### config.mk
export PLATFORM = sky130hd
export DESIGN_NAME = regfile_8x16_sb_flat
export DESIGN_NICKNAME = d
export VERILOG_FILES = /design/src/rtl/regfile_8x16_sb_pkg.sv /design/src/rtl/regfile_8x16_sb_if.sv /design/src/rtl/regfile_8x16_sb_reg_word16.sv /design/src/rtl/regfile_8x16_sb.sv /design/src/flat_wrapper.sv
export SDC_FILE = /design/constraint.sdc
export NUM_CORES = 1
export LEC_CHECK = 0
export BUFFER_PORTS_ARGS = -buffer_cell sky130_fd_sc_hd__buf_4
export CAP_MARGIN = 20
export CORE_MARGIN = 5
export CORE_UTILIZATION = 61
export CTS_BUF_LIST = sky130_fd_sc_hd__clkbuf_4 sky130_fd_sc_hd__clkbuf_8
export DETAILED_ROUTE_END_ITERATION = 8
export GPL_TIMING_DRIVEN = 0
export HOLD_SLACK_MARGIN = 0.12
export MAX_ROUTING_LAYER = met4
export PLACE_DENSITY = 0.78
export RECOVER_POWER = 50
export SLEW_MARGIN = 5
export SYNTH_ARGS = -nofsm -noshare
export SYNTH_HDL_FRONTEND = slang
export SYNTH_SLANG_ARGS = --single-unit
### constraint.sdc
create_clock -name clk -period 5.6 [get_ports clk]
set_input_delay 1.12 -clock clk [delete_from_list [all_inputs] [get_ports clk]]
set_output_delay 1.12 -clock clk [all_outputs]
set_load 0.005 [all_outputs]
### src/rtl/regfile_8x16_sb_pkg.sv
// rf_pkg: shared sizing and types for the 8x16 register bank.
//   DATA_W     - register width
//   NREGS      - number of architectural registers (R0 hardwired to zero)
//   ADDR_W     - register address width
//   reg_addr_t - register index type
//   reg_data_t - register word type
//   wr_hit()   - true when the write-back port targets a given register
package rf_pkg;

    localparam int DATA_W = 16;
    localparam int NREGS  = 8;
    localparam int ADDR_W = $clog2(NREGS);

    typedef logic [ADDR_W-1:0] reg_addr_t;
    typedef logic [DATA_W-1:0] reg_data_t;

    function automatic logic wr_hit(input logic      we,
                                    input reg_addr_t wa,
                                    input reg_addr_t a);
        return we && (wa == a);
    endfunction

endpackage

### src/rtl/regfile_8x16_sb_if.sv
// regfile_8x16_sb_if: decode / write-back bus of the register bank.
//   master - driven by the core: read addresses, write-back, issue request
//   slave  - the register bank: read data, busy flags, stall
interface regfile_8x16_sb_if;
    import rf_pkg::*;

    reg_addr_t ra_addr;
    reg_data_t ra_data;
    logic      ra_busy;
    reg_addr_t rb_addr;
    reg_data_t rb_data;
    logic      rb_busy;
    logic      wr_en;
    reg_addr_t wr_addr;
    reg_data_t wr_data;
    logic      issue_en;
    reg_addr_t issue_rd;
    logic      stall;

    modport master (
        output ra_addr, rb_addr, wr_en, wr_addr, wr_data, issue_en, issue_rd,
        input  ra_data, ra_busy, rb_data, rb_busy, stall
    );

    modport slave (
        input  ra_addr, rb_addr, wr_en, wr_addr, wr_data, issue_en, issue_rd,
        output ra_data, ra_busy, rb_data, rb_busy, stall
    );

endinterface

### src/rtl/regfile_8x16_sb_reg_word16.sv
// reg_word16: one write-enabled DATA_W-bit register, async active-high reset to 0.
//   clk - clock
//   rst - asynchronous active-high reset
//   we  - write enable
//   d   - write value
//   q   - stored value
module reg_word16
    import rf_pkg::*;
(
    input  logic      clk,
    input  logic      rst,
    input  logic      we,
    input  reg_data_t d,
    output reg_data_t q
);

    always_ff @(posedge clk or posedge rst) begin
        if (rst) begin
            q <= '0;
        end else if (we) begin
            q <= d;
        end
    end

endmodule

### src/rtl/regfile_8x16_sb.sv
// regfile_8x16_sb: 8x16 register bank with two combinational read ports,
// one write port, write-to-read bypass and a pending-write scoreboard.
//   clk - clock
//   rst - asynchronous active-high reset
//   bus - decode/write-back bus (slave side): read ports with busy flags,
//         write-back port, destination issue with stall
module regfile_8x16_sb
    import rf_pkg::*;
(
    input  logic             clk,
    input  logic             rst,
    regfile_8x16_sb_if.slave bus
);

    reg_data_t        regs [NREGS];
    logic [NREGS-1:1] pending;
    logic [NREGS-1:1] pending_nxt;
    logic [NREGS-1:0] pend_full;
    logic             ra_hit;
    logic             rb_hit;
    logic             rd_hit;

    // R0 has no storage; a constant zero keeps the read mux uniform.
    assign regs[0] = '0;

    genvar g;
    for (g = 1; g < NREGS; g++) begin : g_word
        reg_word16 u_word (
            .clk (clk),
            .rst (rst),
            .we  (wr_hit(bus.wr_en, bus.wr_addr, reg_addr_t'(g))),
            .d   (bus.wr_data),
            .q   (regs[g])
        );
    end

    // Bit 0 is tied low so R0 is never busy without a special case.
    assign pend_full = {pending, 1'b0};

    assign ra_hit = wr_hit(bus.wr_en, bus.wr_addr, bus.ra_addr);
    assign rb_hit = wr_hit(bus.wr_en, bus.wr_addr, bus.rb_addr);
    assign rd_hit = wr_hit(bus.wr_en, bus.wr_addr, bus.issue_rd);

    assign bus.ra_data = (bus.ra_addr == '0) ? '0 :
                         ra_hit              ? bus.wr_data : regs[bus.ra_addr];
    assign bus.rb_data = (bus.rb_addr == '0) ? '0 :
                         rb_hit              ? bus.wr_data : regs[bus.rb_addr];

    // An arriving write-back resolves the hazard in the same cycle.
    assign bus.ra_busy = pend_full[bus.ra_addr] & ~ra_hit;
    assign bus.rb_busy = pend_full[bus.rb_addr] & ~rb_hit;

    // Refuse issue on operand hazards or an outstanding write to the same destination.
    assign bus.stall = bus.issue_en &
                       (bus.ra_busy | bus.rb_busy | (pend_full[bus.issue_rd] & ~rd_hit));

    // Release is applied first so a same-edge reservation of that register wins.
    always_comb begin
        pending_nxt = pending;
        for (int i = 1; i < NREGS; i++) begin
            if (wr_hit(bus.wr_en, bus.wr_addr, reg_addr_t'(i))) begin
                pending_nxt[i] = 1'b0;
            end
            if (bus.issue_en && !bus.stall && (bus.issue_rd == reg_addr_t'(i))) begin
                pending_nxt[i] = 1'b1;
            end
        end
    end

    always_ff @(posedge clk or posedge rst) begin
        if (rst) begin
            pending <= '0;
        end else begin
            pending <= pending_nxt;
        end
    end

endmodule

### src/flat_wrapper.sv
// flat-port wrapper written by rule: the top's interface ports become plain ports
module regfile_8x16_sb_flat import rf_pkg::*;
  (clk, rst, bus_ra_addr, bus_rb_addr, bus_wr_en, bus_wr_addr, bus_wr_data, bus_issue_en, bus_issue_rd, bus_ra_data, bus_ra_busy, bus_rb_data, bus_rb_busy, bus_stall);
  regfile_8x16_sb_if bus_i ();
  input  logic clk;
  input  logic rst;
  input wire logic [$bits(bus_i.ra_addr)-1:0] bus_ra_addr;
  input wire logic [$bits(bus_i.rb_addr)-1:0] bus_rb_addr;
  input wire logic [$bits(bus_i.wr_en)-1:0] bus_wr_en;
  input wire logic [$bits(bus_i.wr_addr)-1:0] bus_wr_addr;
  input wire logic [$bits(bus_i.wr_data)-1:0] bus_wr_data;
  input wire logic [$bits(bus_i.issue_en)-1:0] bus_issue_en;
  input wire logic [$bits(bus_i.issue_rd)-1:0] bus_issue_rd;
  output wire logic [$bits(bus_i.ra_data)-1:0] bus_ra_data;
  output wire logic [$bits(bus_i.ra_busy)-1:0] bus_ra_busy;
  output wire logic [$bits(bus_i.rb_data)-1:0] bus_rb_data;
  output wire logic [$bits(bus_i.rb_busy)-1:0] bus_rb_busy;
  output wire logic [$bits(bus_i.stall)-1:0] bus_stall;
  assign bus_i.ra_addr = bus_ra_addr;
  assign bus_i.rb_addr = bus_rb_addr;
  assign bus_i.wr_en = bus_wr_en;
  assign bus_i.wr_addr = bus_wr_addr;
  assign bus_i.wr_data = bus_wr_data;
  assign bus_i.issue_en = bus_issue_en;
  assign bus_i.issue_rd = bus_issue_rd;
  assign bus_ra_data = bus_i.ra_data;
  assign bus_ra_busy = bus_i.ra_busy;
  assign bus_rb_data = bus_i.rb_data;
  assign bus_rb_busy = bus_i.rb_busy;
  assign bus_stall = bus_i.stall;
  regfile_8x16_sb u_core (.clk(clk), .rst(rst), .bus(bus_i));
endmodule
==> impl_metrics.yaml, run 1 <==
outcome:
  violations: "capacitance limit, slew limit"
  status: "complete, but fails checks"
sta:
  slew_viol_final: 122
  worst_pin_slew_ns: 1.961
  hold_violations: 0
  clock_skew_ns: 0.003726
  setup_ws_ns: 1.145
  final-setup-viol-count: 0
  finalCritPeriodShare_pct: 79.55
  min_period_ns: 4.455
  finalSetupTns_ns: 0
  fmax_mhz: 224.5
  holdWs_ns: 0.5294
  slew_headroom_pct: -31.43
  rsz0062_at_grt: "no"
global_routing:
  use_met2_pct: 46.34
  grt.busiest_layer: "met2"
  grt_max_degree: 79
  grt_pass1_wl_um: 32370
  grt_pass1_vias: 5894
  use_met3_pct: 7.354
  grt_use_total_pct: 30.86
  grt_use_met1_pct: 39.92
  antenna_found_initial: 0
  grt_overflow: 0
logic_synthesis:
  yosys.area.top_type: "dfrtp_1"
  synth_seq_cells: 119
  synthMuxAreaShare_pct: 36.22
  synth_nets: 616
  yosysTopAreaCellShare_pct: 41.58
  synthSimpleGateAreaFrac_pct: 8.980
  synth_xor_area_share_pct: 1.101
  yosys-top-cells-area: "dfrtp_1 42%, mux2_2 23%, mux4_2 9.4%"
  async_flop_share_pct: 100.0
  synthDistinctLibCells: 43
  synth-edff-count: 0
  netlist_area_um2: 7162
  seq_area_frac_synth_pct: 41.58
  synth_top_family_by_area: "multiplexers"
  synthAdderAreaFrac_pct: 0
  synth_warnings: 0
  synth_area_per_cell_um2: 12.26
  synth_compound_area_share_pct: 8.194
  yosys_most_used_dff: "dfrtp_1"
  syn_inst: 584
worst_setup_path:
  cp_top_family: "buffers and inverters"
  reg2reg_depth: 5
  crit_fanout: 10
  worst_setup_path_start_kind: "input port"
  cp.required_ns: 4.48
  crit_buf_inv: 4
  worst_path_max_delay_cell: "clkbuf_1"
  cp.depth: 9
  worstSetupEndpointType: "output pin"
  cpPeakStageDelay_ns: 0.43
  path_cells: "clkbuf_1 -> xor2_1 -> nor2_1 -> nand3_1 -> buf_2 -> buf_4 -> nor2_1 -> a211oi_1 -> buf_4"
  crit_type: "in -> out"
  cp_data_arrival_time_ns: 3.33
clock_network:
  h-tree-depth: 4
  cts_tree: "built"
  cts_setup_buffers: 0
  path_clk_slew_ns: 0.07
  ctsRootBufferMaster: "clkbuf_8"
  cts_buffers: 17
  cts-resized-gates: 0
  clock_latency_ns: 0.44
  postCtsHoldBufs: 0
  cts_sinks: 119
  cts_max_path_buffers: 2
power:
  swShare_pct: 29.33
  power_leakage_nw: 3.533
  internal_power_mw: 2.027
  power.share.clock_pct: 30.0
  p_switching_uw: 841.2
  p_comb_share_pct: 27.7
  design_power_total_mw: 2.868
  peakVddDrop_uv: 299.7
  p_per_area_nw_per_um2: 350.3
  seqPwrFrac_pct: 42.3
drt:
  drt_pass1_iterations: 6
  wl_per_cell_um: 25.34
  drt_iter0_drc: 660
  drtAntennaViolNets: 0
  vias_per_cell: 6.838
  wl_um: 20630
  vias: 5566
  drc: 0
placement:
  gp_congestion: 0.9178
  dpl.hpwl_um: 13420
  dp.cells: 784
  placement.io_buffers: 55
  dpl_cell_area_um2: 7791
  dpl_worst_slack_ns: 1.250
finish:
  area_growth_syn_to_layout_pct: 14.33
  final_layout_size_suffix_gt1_share_pct: 45.01
  fin_util_pct: 71.40
  final_area_um2: 8188
  final_cell_count_no_fill: 814
  antenna_cells: 0
  num-nets-final: 692
floorplanning:
  die_area_um2: 14010
  fp-row-count: 39
  io_pins: 67
  core_um2: 11470
  start_util_pct: 62.45
  die_w_um: 118.4
  die_h_um: 118.4
job:
  cap_violations: 2
hold_path:
  hp-class: "reg -> reg"
  worstHoldPathCells: 1
[metal layers]
layer  vias to the layer above  part of all wire, %
met5                         -                    0
met2                       324                   47
met4                         0                  3.5
met3                        76                  8.7
met1                      2810                   40
li1                       2356                    -
[cell type report]
class | instances | area, µm²
Inverter | 5 | 20.02
Sequential cell | 119 | 2978
Fill cell | 832 | 3279
Clock inverter | 9 | 150.1
Timing Repair Buffer | 57 | 422.9
Multi-Input combinational cell | 411 | 3902
Buffer | 49 | 259.0
Clock buffer | 21 | 276.5
Tap cell | 143 | 178.9
[logic make-up (layout without fill, tap and decap cells)]
group                     Yosys count  count (layout)
AOI/OAI and AO/OA                  81              81
xor gates and xnor gates            9               9
buffers and inverters              54             141
DFF                               119             119
muxes                             203             203
and+or+nand+nor                   118             118
[cells in the final DEF, fill, tap and decap left out, drive strengths merged]
master      n
mux2      149
o311ai      1
and3        1
nor4        2
and2        1
nor3       20
clkinvlp    3
nor2b      22
xor2        4
nor3b       3
bufinv      4
mux4       30
mux2i      24
o21ai      13
nand4b      3
a311oi      1
a221oi     20
nand2b      6
o31ai       1
and4        1
a211oi      3
nand2      17
a21oi      16
xnor2       5
inv         4
clkinv      3
nand3       1
o22ai       4
a31oi       1
a22oi      14
nand4       1
a32o        2
clkbuf     42
buf        85
a22o        5
nor2       40
dfrtp     119
[synth_stat cells (6+ instances only)]
cell type / number
nor2_1: 39
mux4_2: 30
nor3_1: 17
nor2b_1: 22
a22oi_1: 14
mux2_2: 144
o21ai_0: 13
buf_4: 7
clkbuf_1: 17
a221oi_1: 19
buf_2: 17
nand2b_1: 6
dfrtp_1: 119
nand2_1: 17
mux2i_1: 24
a21oi_1: 16
[power by group through the flow]
stage	Clock (mW)	Combinational, mW	Sequential (mW)
2_1_floorplan	0	0.575	1.16
3_3_place_gp	0	0.760	1.20
3_5_place_dp	0	0.790	1.22
4_1_cts	0.865	0.794	1.20
5_1_grt	0.911	0.859	1.23
6_report	0.861	0.793	1.21
[final timing paths]
check	endpoint	start	slack (ns)
max	bus_ra_data[8]	bus_wr_addr[1]	1.15
min	u_core.g_word[6].u_word.q[5]	u_core.g_word[6].u_word.q[5]	0.53
max reg2reg	u_core.pending[2]	u_core.pending[4]	3.70
min reg2reg	u_core.g_word[6].u_word.q[5]	u_core.g_word[6].u_word.q[5]	0.53
max in group asynchronous	u_core.g_word[1].u_word.q[8]	rst	1.82
min in group asynchronous	u_core.g_word[7].u_word.q[3]	rst	1.17
[sequential cells by signal, indices dropped and copies added (netlist names)]
name / cells
u_core.g_word.u_word.q: 112
u_core.pending: 7
(Power assumes the default switching activity.)
==> run 2: changes to the inputs <==
--- a/config.mk
+++ b/config.mk
@@ -8,13 +8,13 @@
 export BUFFER_PORTS_ARGS = -buffer_cell sky130_fd_sc_hd__buf_4
 export CAP_MARGIN = 20
 export CORE_MARGIN = 5
-export CORE_UTILIZATION = 61
+export CORE_UTILIZATION = 56
 export CTS_BUF_LIST = sky130_fd_sc_hd__clkbuf_4 sky130_fd_sc_hd__clkbuf_8
 export DETAILED_ROUTE_END_ITERATION = 8
 export GPL_TIMING_DRIVEN = 0
 export HOLD_SLACK_MARGIN = 0.12
 export MAX_ROUTING_LAYER = met4
-export PLACE_DENSITY = 0.78
+export PLACE_DENSITY = 0.75
 export RECOVER_POWER = 50
 export SLEW_MARGIN = 5
 export SYNTH_ARGS = -nofsm -noshare
==> constraint.sdc (replaced) <==
create_clock -name clk -period 3.9 [get_ports clk]
set_input_delay 0.78 -clock clk [delete_from_list [all_inputs] [get_ports clk]]
set_output_delay 0.78 -clock clk [all_outputs]
set_load 0.005 [all_outputs]
==> impl_metrics.yaml, run 2 (same netlist as run 1, synthesis figures left out) <==
power:
  peakVddDrop_uv: 254.7
  power_leakage_nw: 3.559
  p_per_area_nw_per_um2: 513.8
sta:
  slew_headroom_pct: -50.24
  worst_pin_slew_ns: 2.254
  finalCritPeriodShare_pct: 98.36
  finalSetupTns_ns: 0
  min_period_ns: 3.836
  slew_viol_final: 115
  fmax_mhz: 260.7
  clock_skew_ns: 0.003644
  rsz0062_at_grt: "no"
  final-setup-viol-count: 0
  hold_violations: 0
global_routing:
  grt_pass1_wl_um: 32110
  grt_pass1_vias: 5714
  grt_overflow: 0
  grt_max_degree: 42
  grt_use_total_pct: 29.57
  antenna_found_initial: 0
drt:
  drt_pass1_iterations: 5
  vias: 5587
  wl_um: 20660
  wl_per_cell_um: 24.44
  drt_iter0_drc: 572
  vias_per_cell: 6.612
  drtAntennaViolNets: 0
  drc: 0
outcome:
  status: "complete, but fails checks"
  violations: "capacitance limit, slew limit"
floorplanning:
  die_w_um: 123.1
  start_util_pct: 56.98
  die_area_um2: 15150
  die_h_um: 123.1
  core_um2: 12570
  io_pins: 67
  fp-row-count: 41
finish:
  final_area_um2: 8283
  final_layout_size_suffix_gt1_share_pct: 45.02
  final_common_cell: "mux2_2"
  largest-register: "u_core.g_word.u_word.q"
  final_cell_mix: "144 x mux2_2, 119 x dfrtp_1, 61 x buf_4"
  multi_input_area_um2: 3908
  reg.largest.list: "u_core.g_word.u_word.q (112), u_core.pending (7)"
  regArea_um2: 2978
  largest_register_ff_count: 112
  antenna_cells: 0
  area_growth_syn_to_layout_pct: 15.65
  num-nets-final: 693
  fill_cells: 961
clock_network:
  postCtsHoldBufs: 0
  cts_sinks: 119
  cts_tree: "built"
  clock_latency_ns: 0.45
  cts_max_path_buffers: 2
  h-tree-depth: 4
  ctsRootBufferMaster: "clkbuf_8"
  cts_buffers: 17
  path_clk_slew_ns: 0.07
placement:
  gp_congestion: 0.8780
  dpl_cell_area_um2: 7854
  dpl.hpwl_um: 13450
  placement.io_buffers: 55
worst_setup_path:
  worst_setup_path_start_kind: "input port"
  crit_start: "bus_ra_addr[2]"
  crit_type: "in -> out"
  cp.required_ns: 3.12
  worstSetupEndpointType: "output pin"
  crit_fanout: 10
  cp_data_arrival_time_ns: 3.06
  r2r-start: "u_core.pending[7]"
hold_path:
  hp-class: "in -> async"
job:
  cap_violations: 3
## run 2: final cells by class
type                       instances  area share (%)
timing repair buffer              58           5.121
clock inverter                     9           2.387
clock buffer                      22           3.353
inverter                           5          0.2417
buffer                            49           3.172
tap                              172           2.598
sequential                       119           35.95
multi-input combinational        411           47.18
## run 2: final timing paths
check                      slack (ns)  cells after the start                             to
max                              0.06                      8                bus_ra_data[15]
min                              0.29                      2   u_core.g_word[6].u_word.q[5]
max reg2reg                      2.05                      5              u_core.pending[7]
min reg2reg                      0.53                      1   u_core.g_word[6].u_word.q[8]
max in group asynchronous        1.19                      3  u_core.g_word[6].u_word.q[14]
min in group clk                 0.53                      1   u_core.g_word[6].u_word.q[8]
## run 2: stage by stage
stage / setup WS (ns) / hold WS, ns / cells / power (mW) / util [%]
finish: 0.06396 / 0.2897 / 845 / 4.256 / 65.90
global route: 0.07708 / 0.3037 / 845 / 4.444 / 65.90
CTS: 0.07555 / 0.2752 / 845 / 4.253 / 66.27
detailed placement: 0.08720 / 0.5016 / 814 / 2.885 / 62.49
global placement: 0.06234 / 0.4850 / 811 / 2.822 / 62.01
floorplan: 1.002 / 0.4727 / 584 / 2.498 / -
## run 2: where the power goes
group          switching (mW)  total, mW  internal (mW)  leakage, nW
registers               0.224       1.74           1.52         1.43
logic                   0.481       1.14          0.662         1.88
clock network           0.508       1.37          0.865        0.241
total                    1.21       4.26           3.04         3.56
## run 2: repair_timing
item | in CTS | in global routing
gates resized for setup | 0 | 3
endpoints found under the setup margin | 0 | 9
setup buffers | 0 | 0
## run 2: layer usage
layer / GRT usage [%] / vias to the layer above / part of all wire (%)
li1: - / 2357 / -
met1: 37.97 / 2836 / 40
met2: 44.72 / 318 / 47
met3: 8.234 / 76 / 9.7
met4: 11.97 / 0 / 3.6
met5: - / - / 0
## run 2: worst max-delay path, cell delays in order
cell	delay, ns
buf_2	0.27
clkbuf_1	0.56
nor2b_1	0.63
a22oi_1	0.19
o21ai_0	0.20
mux2i_1	0.10
nor2_1	0.18
buf_4	0.15
==> run 3: changes to the inputs <==
--- a/config.mk
+++ b/config.mk
@@ -5,6 +5,7 @@
 export SDC_FILE = /design/constraint.sdc
 export NUM_CORES = 1
 export LEC_CHECK = 0
+export ABC_AREA = 1
 export BUFFER_PORTS_ARGS = -buffer_cell sky130_fd_sc_hd__buf_4
 export CAP_MARGIN = 20
 export CORE_MARGIN = 5
==> impl_metrics.yaml, run 3 <==
outcome:
  status: "complete, no violations"
clock_network:
  h-tree-depth: 4
  path_clk_slew_ns: 0.08
  cts_tree: "built"
  ctsRootBufferMaster: "clkbuf_8"
  cts_max_path_buffers: 2
  clock_latency_ns: 0.46
  cts_sinks: 119
  postCtsHoldBufs: 0
  cts_setup_buffers: 0
  cts_buffers: 17
  cts-resized-gates: 0
drt:
  drc: 0
  vias_per_cell: 6.374
  drt_pass1_iterations: 6
  vias: 8242
  wl_per_cell_um: 22.99
  wl_um: 29720
  drt_iter0_drc: 1418
  drtAntennaViolNets: 0
floorplanning:
  start_util_pct: 56.62
  core_um2: 12470
  die_w_um: 122.3
  die_h_um: 122.3
  io_pins: 67
  fp-row-count: 41
  die_area_um2: 14950
placement:
  dpl_worst_slack_ns: 0.4784
  dpl.hpwl_um: 20240
  dpl_cell_area_um2: 7802
  gp_congestion: 1.029
  placement.io_buffers: 61
sta:
  slew_headroom_pct: 26.37
  finalCritPeriodShare_pct: 91.16
  slew_viol_final: 0
  fmax_mhz: 281.3
  clock_skew_ns: 0.0007764
  final-setup-viol-count: 0
  worst_pin_slew_ns: 1.104
  rsz0062_at_grt: "no"
  finalSetupTns_ns: 0
  setup_ws_ns: 0.3446
  hold_violations: 0
  min_period_ns: 3.555
logic_synthesis:
  seq_area_frac_synth_pct: 42.19
  synth_seq_cells: 119
  async_flop_share_pct: 100.0
  synthTopCellsByCount: "291 x nand2_1, 217 x o21ai_0, 119 x dfrtp_1"
  synthDistinctLibCells: 26
  synth_area_per_cell_um2: 6.886
  synth_warnings: 0
  synth-edff-count: 0
  syn_inst: 1025
  yosysMostFrequentCell: "nand2_1"
  yosys-top-cells-area: "dfrtp_1 42%, nand2_1 15%, o21ai_0 15%"
  netlist_area_um2: 7058
  synth_nets: 1057
  yosys_most_used_dff: "dfrtp_1"
  yosysTopAreaCellShare_pct: 42.19
  yosys.area.top_type: "dfrtp_1"
worst_setup_path:
  path_cells: "buf_4 -> buf_4 -> buf_4 -> clkbuf_1 -> o21ai_0 -> o22ai_1 -> nand2_1 -> a31oi_1 -> buf_4"
  cpPeakStageDelay_ns: 0.58
  worst_setup_path_start_kind: "input port"
  cpMostUsedCell: "buf_4"
  worstSetupEndpointType: "output pin"
  crit_type: "in -> out"
  crit_fanout: 10
  reg2reg_depth: 9
  cp_data_arrival_time_ns: 2.78
  cp.required_ns: 3.12
  worst_path_max_delay_cell: "clkbuf_1"
power:
  power_leakage_nw: 3.868
  design_power_total_mw: 3.998
  peakVddDrop_uv: 348.0
  p_per_area_nw_per_um2: 486.1
finish:
  largest-register: "u_core.g_word.u_word.q"
  largest_register_ff_count: 112
  final_area_um2: 8225
  fin_util_pct: 65.98
  final_layout_size_suffix_gt1_share_pct: 12.13
  fill_cells: 1160
  final_common_cell: "nand2_1"
  final_cell_mix: "291 x nand2_1, 218 x o21ai_0, 119 x dfrtp_1"
  num-nets-final: 1140
  reg.largest.list: "u_core.g_word.u_word.q (112), u_core.pending (7)"
  antenna_cells: 0
  area_growth_syn_to_layout_pct: 16.54
global_routing:
  grt_use_met1_pct: 53.06
  use_met3_pct: 14.06
  grt_pass1_vias: 7525
  antenna_found_initial: 0
  grt_pass1_wl_um: 44100
  grt_max_degree: 43
  grt_overflow: 0
  use_met2_pct: 57.82
  grt.busiest_layer: "met2"
  grt_use_total_pct: 41.62
job:
  cap_violations: 0
hold_path:
  hp-class: "in -> async"
==> run 3: cell types whose count changed after synthesis, moves of 19 or more <==
cell      change
nand2_1     +274
nand3_1      +43
mux2_2      -144
o21ai_0     +204
clkbuf_1     +25
inv_1        +43
a31oi_1      +25
mux2i_1      -24
nor2b_1      -22
mux4_2       -30
nor2_1       +61
a221oi_1     -19
o22ai_1      +34
==> run 3: metal layers <==
layer | share of wire (%) | vias to the layer above | wire (µm)
met2 | 42 | 681 | 12370
met4 | 6.5 | 0 | 1925
met5 | 0 | - | 0
met1 | 37 | 3806 | 11080
met3 | 15 | 151 | 4341
li1 | - | 3604 | -
==> run 3: final timing paths <==
kind,startpoint,end,slack [ns]
setup / recovery,bus_rb_addr[0],bus_rb_data[5],0.34
hold / removal,rst,u_core.g_word[3].u_word.q[10],0.45
setup reg to reg,u_core.pending[6],u_core.pending[4],2.60
hold reg to reg,u_core.g_word[1].u_word.q[14],u_core.g_word[1].u_word.q[14],0.50
max in group asynchronous,rst,u_core.g_word[7].u_word.q[3],1.07
min in group clk,u_core.g_word[1].u_word.q[14],u_core.g_word[1].u_word.q[14],0.50
==> run 3: logic make-up after synthesis <==
logic type      share of synthesized area, %
compound gates                         24.84
buf+inv                                7.889
simple gates                           25.08
flops                                  42.19
==> run 3: where the power goes <==
group / switching (mW) / internal [mW] / total (mW) / leakage, nW
combinational: 0.569 / 0.359 / 0.928 / 2.13
clock: 0.565 / 0.828 / 1.39 / 0.236
sequential: 0.209 / 1.47 / 1.68 / 1.50
==> run 3: layout make-up <==
cell class / instances / area, µm² / area share [%]
Multi-Input combinational cell: 773 / 3521 / 42.81
Sequential cell: 119 / 2978 / 36.20
Timing Repair Buffer: 64 / 467.9 / 5.689
Buffer: 77 / 345.3 / 4.198
Clock inverter: 15 / 252.7 / 3.073
Clock buffer: 17 / 234.0 / 2.845
Tap cell: 172 / 215.2 / 2.616
Inverter: 56 / 211.5 / 2.571
==> run 3: worst max-delay path: cells and delay by family <==
kind / cells / cell delay, ns
buffers and inverters: 5 / 1.22
AND/OR/NAND/NOR: 1 / 0.08
AO/OA/AOI/OAI: 3 / 0.69
==> run 3: stage by stage <==
stage | hold WS [ns] | instances
4_1_cts | 0.3445 | 1293
6_report | 0.4508 | 1293
5_1_grt | 0.4995 | 1293
3_5_place_dp | 0.4753 | 1261
2_1_floorplan | 0.4530 | 1025
3_3_place_gp | 0.4676 | 1258
